--- config.mk ---
export PLATFORM = sky130hd
export DESIGN_NAME = wb_rr_arbiter
export DESIGN_NICKNAME = d
export VERILOG_FILES = /design/src/rtl/wb_rr_arbiter.sv
export SDC_FILE = /design/constraint.sdc
export NUM_CORES = 1
export LEC_CHECK = 0
export CORE_AREA = 2 2 127 129
export CTS_BUF_LIST = sky130_fd_sc_hd__clkbuf_8 sky130_fd_sc_hd__clkbuf_16
export CTS_CLUSTER_SIZE = 28
export DETAILED_ROUTE_END_ITERATION = 10
export DIE_AREA = 0 0 129 131
export GPL_TIMING_DRIVEN = 1
export PLACE_DENSITY = 0.63
export RECOVER_POWER = 50
export SETUP_SLACK_MARGIN = 0.1
export SLEW_MARGIN = 20
export SYNTH_ARGS = -nofsm -noshare
export SYNTH_HDL_FRONTEND = slang
export SYNTH_SLANG_ARGS = --single-unit
--- constraint.sdc ---
create_clock -name clk -period 2.79 [get_ports clk]
set_clock_uncertainty 0.15 [all_clocks]
set_input_delay 0.558 -clock clk [delete_from_list [all_inputs] [get_ports clk]]
set_output_delay 0.558 -clock clk [all_outputs]
set_load 0.02 [all_outputs]
--- src/rtl/wb_rr_arbiter.sv ---
// Two-master round-robin Wishbone arbiter with a bus watchdog.
// It shares one slave path between m0 and m1, and a non-acking slave is ended with an error.
module wb_rr_arbiter #(
  parameter int TIMEOUT = 255,
  parameter int CNT_W   = 8
) (
  input  logic        clk,
  input  logic        rst,
  input  logic [31:0] m0_adr_i,
  input  logic [31:0] m0_dat_i,
  input  logic [3:0]  m0_sel_i,
  input  logic        m0_we_i,
  input  logic        m0_stb_i,
  output logic [31:0] m0_dat_o,
  output logic        m0_ack_o,
  output logic        m0_err_o,
  input  logic [31:0] m1_adr_i,
  input  logic [31:0] m1_dat_i,
  input  logic [3:0]  m1_sel_i,
  input  logic        m1_we_i,
  input  logic        m1_stb_i,
  output logic [31:0] m1_dat_o,
  output logic        m1_ack_o,
  output logic        m1_err_o,
  output logic [31:0] s_adr_o,
  output logic [31:0] s_dat_o,
  output logic [3:0]  s_sel_o,
  output logic        s_we_o,
  output logic        s_stb_o,
  input  logic [31:0] s_dat_i,
  input  logic        s_ack_i,
  output logic [1:0]  gnt_o,
  output logic [7:0]  err_cnt_o
);

  typedef enum logic [1:0] {IDLE = 2'd0, OWN0 = 2'd1, OWN1 = 2'd2} state_t;

  localparam bit WDOG_EN = (TIMEOUT != 0);
  localparam logic [CNT_W-1:0] CNT_LAST = WDOG_EN ? CNT_W'(TIMEOUT - 1) : '0;
  localparam logic [CNT_W-1:0] CNT_ONE  = CNT_W'(1);

  state_t           state_r, state_s;
  logic             last_r, last_s;
  logic [CNT_W-1:0] cnt_r, cnt_s;
  logic [7:0]       err_cnt_r, err_cnt_s;

  logic             own1_s;
  logic             own_stb_s;
  logic             hit_s;

  // Owner select and watchdog hit; own1_s is only meaningful while a master owns the bus
  always_comb begin
    own1_s    = (state_r == OWN1);
    own_stb_s = own1_s ? m1_stb_i : m0_stb_i;
    hit_s     = 1'b0;
    if ((state_r == OWN0) || (state_r == OWN1)) begin
      hit_s = WDOG_EN && (cnt_r == CNT_LAST) && !s_ack_i;
    end else begin
      hit_s = 1'b0;
    end
  end

  // Next-state logic and the combinational bus mux
  always_comb begin
    state_s   = state_r;
    last_s    = last_r;
    cnt_s     = cnt_r;
    err_cnt_s = err_cnt_r;
    s_adr_o   = 32'h0;
    s_dat_o   = 32'h0;
    s_sel_o   = 4'h0;
    s_we_o    = 1'b0;
    s_stb_o   = 1'b0;
    gnt_o     = 2'b00;
    m0_dat_o  = 32'h0;
    m0_ack_o  = 1'b0;
    m0_err_o  = 1'b0;
    m1_dat_o  = 32'h0;
    m1_ack_o  = 1'b0;
    m1_err_o  = 1'b0;
    case (state_r)
      IDLE: begin
        cnt_s = '0;
        if (m0_stb_i && m1_stb_i) begin
          state_s = last_r ? OWN0 : OWN1;
        end else if (m0_stb_i) begin
          state_s = OWN0;
        end else if (m1_stb_i) begin
          state_s = OWN1;
        end else begin
          state_s = IDLE;
        end
      end
      OWN0, OWN1: begin
        s_adr_o = own1_s ? m1_adr_i : m0_adr_i;
        s_dat_o = own1_s ? m1_dat_i : m0_dat_i;
        s_sel_o = own1_s ? m1_sel_i : m0_sel_i;
        s_we_o  = own1_s ? m1_we_i  : m0_we_i;
        s_stb_o = own_stb_s && !hit_s;
        gnt_o   = own1_s ? 2'b10 : 2'b01;
        if (own1_s) begin
          m1_ack_o = s_ack_i;
          m1_dat_o = s_dat_i;
          m1_err_o = hit_s && own_stb_s;
        end else begin
          m0_ack_o = s_ack_i;
          m0_dat_o = s_dat_i;
          m0_err_o = hit_s && own_stb_s;
        end
        // Ack beats abort, abort beats timeout: an aborted cycle never reports an error
        if (s_ack_i || !own_stb_s) begin
          state_s = IDLE;
          last_s  = own1_s;
        end else if (hit_s) begin
          state_s   = IDLE;
          last_s    = own1_s;
          err_cnt_s = (err_cnt_r == 8'hFF) ? err_cnt_r : (err_cnt_r + 8'd1);
        end else if (WDOG_EN) begin
          cnt_s = cnt_r + CNT_ONE;
        end else begin
          cnt_s = '0;
        end
      end
      default: begin
        state_s = IDLE;
      end
    endcase
  end

  // State registers with synchronous reset; last=1 lets m0 win the first tie
  always_ff @(posedge clk) begin
    if (rst) begin
      state_r   <= IDLE;
      last_r    <= 1'b1;
      cnt_r     <= '0;
      err_cnt_r <= 8'h00;
    end else begin
      state_r   <= state_s;
      last_r    <= last_s;
      cnt_r     <= cnt_s;
      err_cnt_r <= err_cnt_s;
    end
  end

  assign err_cnt_o = err_cnt_r;

endmodule

==> summary.md <==
| Metric | Value |
|---|---|
| Status | `finished clean` |
| Gr ovfl total | `0` |
| Die Area | `16900 um^2` |
| Fill count | `1634` |
| Clk buf depth | `2` |
| Setup CP Type | `input pin to output port` |
| Fin util | `0.388` |
| Slew @ Worst Pin | `0.608 ns` |
| Via-to-Cell Ratio | `4.28` |
| Crit-path cells | `clkdlybuf4s50_1 -> and4b_1 -> nand4_4 -> nor2_1 -> clkdlybuf4s15_1` |
| Syn Inst Count | `361` |
| GPL Wtd Cong | `0.870` |
| Clock root buffer | `clkbuf_16` |
| CP max FO | `3` |
| Multi-input logic area | `2040 um^2` |
| Post-CTS Hold Buffers | `0` |
| Num rows | `46` |
| Relative slew slack | `0.594` |
| Cell Area, Synth | `2560 um^2` |
| Final Setup Violations | `0` |
| Leading cell types in the layout, fill and taps excluded | `181 x clkdlybuf4s50_1, 95 x dlygate4sd2_1, 80 x nor2_1, 69 x mux2i_1` |
| CP required | `2.08 ns` |
| Layout cells sized above 1 | `0.0413` |
| First DRT Iteration DRCs | `92` |
| PortBufs | `322` |
| Synth cell types | `41` |
| Post-route ant nets | `0` |
| Hpwl dp | `11400 um` |
| Hold Slack | `0.344 ns` |
| Final Cycle Share | `0.950` |
| CP max stage delay | `0.45 ns` |
| Area Growth Syn to Fin | `137%` |
| Hold Fails Final Rpt | `0` |
| Kind of cell adding the most delay to the critical path | `buffers and inverters` |
| Area share of the largest cell type after synthesis | `0.282` |
| Postcts setup bufs | `0` |
| Max-cap violations | `0` |
| Number of global-route vias before repair | `3729` |
| Syn_nets | `542` |
| Final Max Tran Viols | `0` |
| Setup TNS | `0 ns` |
| Hold Path Class | `flip-flop to flip-flop` |
| Commonest non-fill, non-tap cell in the layout | `clkdlybuf4s50_1` |
| Worst vdd ir | `179 uV` |
| Via count | `3826` |
| LEAKAGE | `2.73 nW` |
| Pin count of the biggest net entering global routing | `46` |
| Highest clock rate | `377 MHz` |
| Most area-consuming cells after synthesis | `mux2i_1 28%, dfxtp_1 15%, nor2_1 12%` |
| WL/cell | `14.8 um` |
| Worst-path clk slew | `0.06 ns` |
| RSZ-0062 raised after global routing | `yes` |
| Sink Count | `19` |
| Pwr Density | `274 nW/um^2` |
| Final routed DRC violation total | `0` |
| Slowest CP cell | `clkdlybuf4s50_1` |
| Syn Area/Cell | `7.09 um^2` |
| Final worst path period need | `2.65 ns` |
| WL final | `13200 um` |
| # diodes | `0` |
| CTS tree | `done` |
| CTS buffer count | `3` |
| Crit. End Element | `output port` |
| Total track usage | `0.142` |
| Yosys top cell by area | `mux2i_1` |
| Initial core utilization | `0.164` |
| CP bufs+invs | `2` |
| Crit path DAT | `1.94 ns` |
| Die height | `131 um` |
| DRT Pass-1 Iters | `4` |
| H-tree lvl count | `1` |
| Placeable Area | `15600 um^2` |
| Yosys reg bits | `19` |
| Die Wd | `129 um` |
| Yosys warning total | `0` |
| Initial antenna violation count | `0` |
| Layout Nets | `860` |
| First-pass GRT wire length | `19300 um` |
| Setup crit start kind | `input pin` |
| Clk_lat worst skew | `0.25 ns` |
| I/O Pins | `323` |
| Register area | `380 um^2` |
| Seq/Total Area, Yosys | `0.149` |
==> tightest hold or removal path, delay by kind of cell, from the launching register on <==
family                 cells  cell delay (ns)
AO/OA/AOI/OAI              1             0.06
buffers and inverters      1             0.07
flip-flops                 1             0.32
==> cell type report <==
| type | instances | area share |
|---|---|---|
| sequential | 19 | 0.0628 |
| tap | 216 | 0.0446 |
| clock buffer | 3 | 0.0124 |
| inverter | 11 | 0.00682 |
| clock inverter | 1 | 0.000827 |
| multi-input combinational | 302 | 0.336 |
| timing repair buffer | 342 | 0.536 |
==> path summary, 6_finish.rpt <==
| path | to | start | depth (start not counted) | slack (ns) |
|---|---|---|---|---|
| max reg2reg | err_cnt_o[7]$_SDFFE_PP0P_ | state_r[0]$_SDFFE_PP0P_ | 8 | 0.25 |
| min | err_cnt_o[7]$_SDFFE_PP0P_ | err_cnt_o[7]$_SDFFE_PP0P_ | 2 | 0.34 |
| min reg2reg | err_cnt_o[7]$_SDFFE_PP0P_ | err_cnt_o[7]$_SDFFE_PP0P_ | 2 | 0.34 |
| max | m0_err_o | s_ack_i | 5 | 0.14 |
==> Yosys cell counts (all sizes together) <==
master,instances
or4,6
nor2,80
o311ai,1
o211ai,2
nor3,1
a21o,2
mux2i,72
nand3,5
or3,5
and3,32
or2,1
ha,6
dfxtp,19
inv,11
a311o,1
nand4b,2
a31oi,2
nor4,1
clkbuf,22
a21oi,14
nor2b,2
nand4,4
xor2,1
and4,2
and2,32
nand2,10
a211oi,1
o31ai,5
buf,7
and4b,1
xnor2,1
o2111ai,1
o41ai,1
or4b,1
mux2,1
o21ai,6
==> cell families (layout without fill, tap and decap cells) <==
logic type	Yosys count	after routing	synth area share
and+or+nand+nor	185	185	0.377
buffers and inverters	40	357	0.0616
muxes	73	73	0.287
adders and majority gates	6	6	0.0293
AOI/OAI and AO/OA	36	36	0.0894
DFF	19	19	0.149
xor gates and xnor gates	2	2	0.00684
==> metrics by stage <==
| stage | cell area, um^2 | std cells | total power [mW] | worst slack [ns] |
|---|---|---|---|---|
| final | 6050 | 894 | 1.66 | 0.141 |
| after floorplan | 2560 | 361 | 0.792 | 0.296 |
| after global routing | 6050 | 894 | 1.75 | 0.0433 |
| after CTS | 6150 | 894 | 1.69 | 0.131 |
| after global placement | 6200 | 890 | 1.48 | -0.135 |
| after detailed placement | 6200 | 890 | 1.49 | -0.166 |
==> where the power goes <==
group          leakage [nW]  switching (mW)  total [mW]  internal [mW]
Combinational          2.54           0.544        1.08          0.536
Clock                0.0409           0.106       0.299          0.192
Sequential            0.154         0.00366       0.280          0.276
==> sequential cells by signal, summed over array words and instances (netlist names) <==
signal and count:
cnt_r 8, err_cnt_o 8, last_r 1, state_r 2
==> per-layer routing <==
| layer | wire (um) | share of wire | vias up | global-route usage |
|---|---|---|---|---|
| li1 | - | - | 1897 | - |
| met1 | 5090 | 0.38 | 1726 | 0.157 |
| met2 | 6980 | 0.53 | 195 | 0.288 |
| met3 | 1080 | 0.082 | 8 | 0.0277 |
| met4 | 81 | 0.0061 | 0 | 0.0121 |
| met5 | 0 | 0 | - | 0 |
==> repair_timing <==
| item | CTS | global route |
|---|---|---|
| endpoints found under the hold margin | 0 | 0 |
| resized for setup | 106 | 31 |
| setup endpoints to repair | 105 | 48 |
Power figures use the tool's default switching activity.
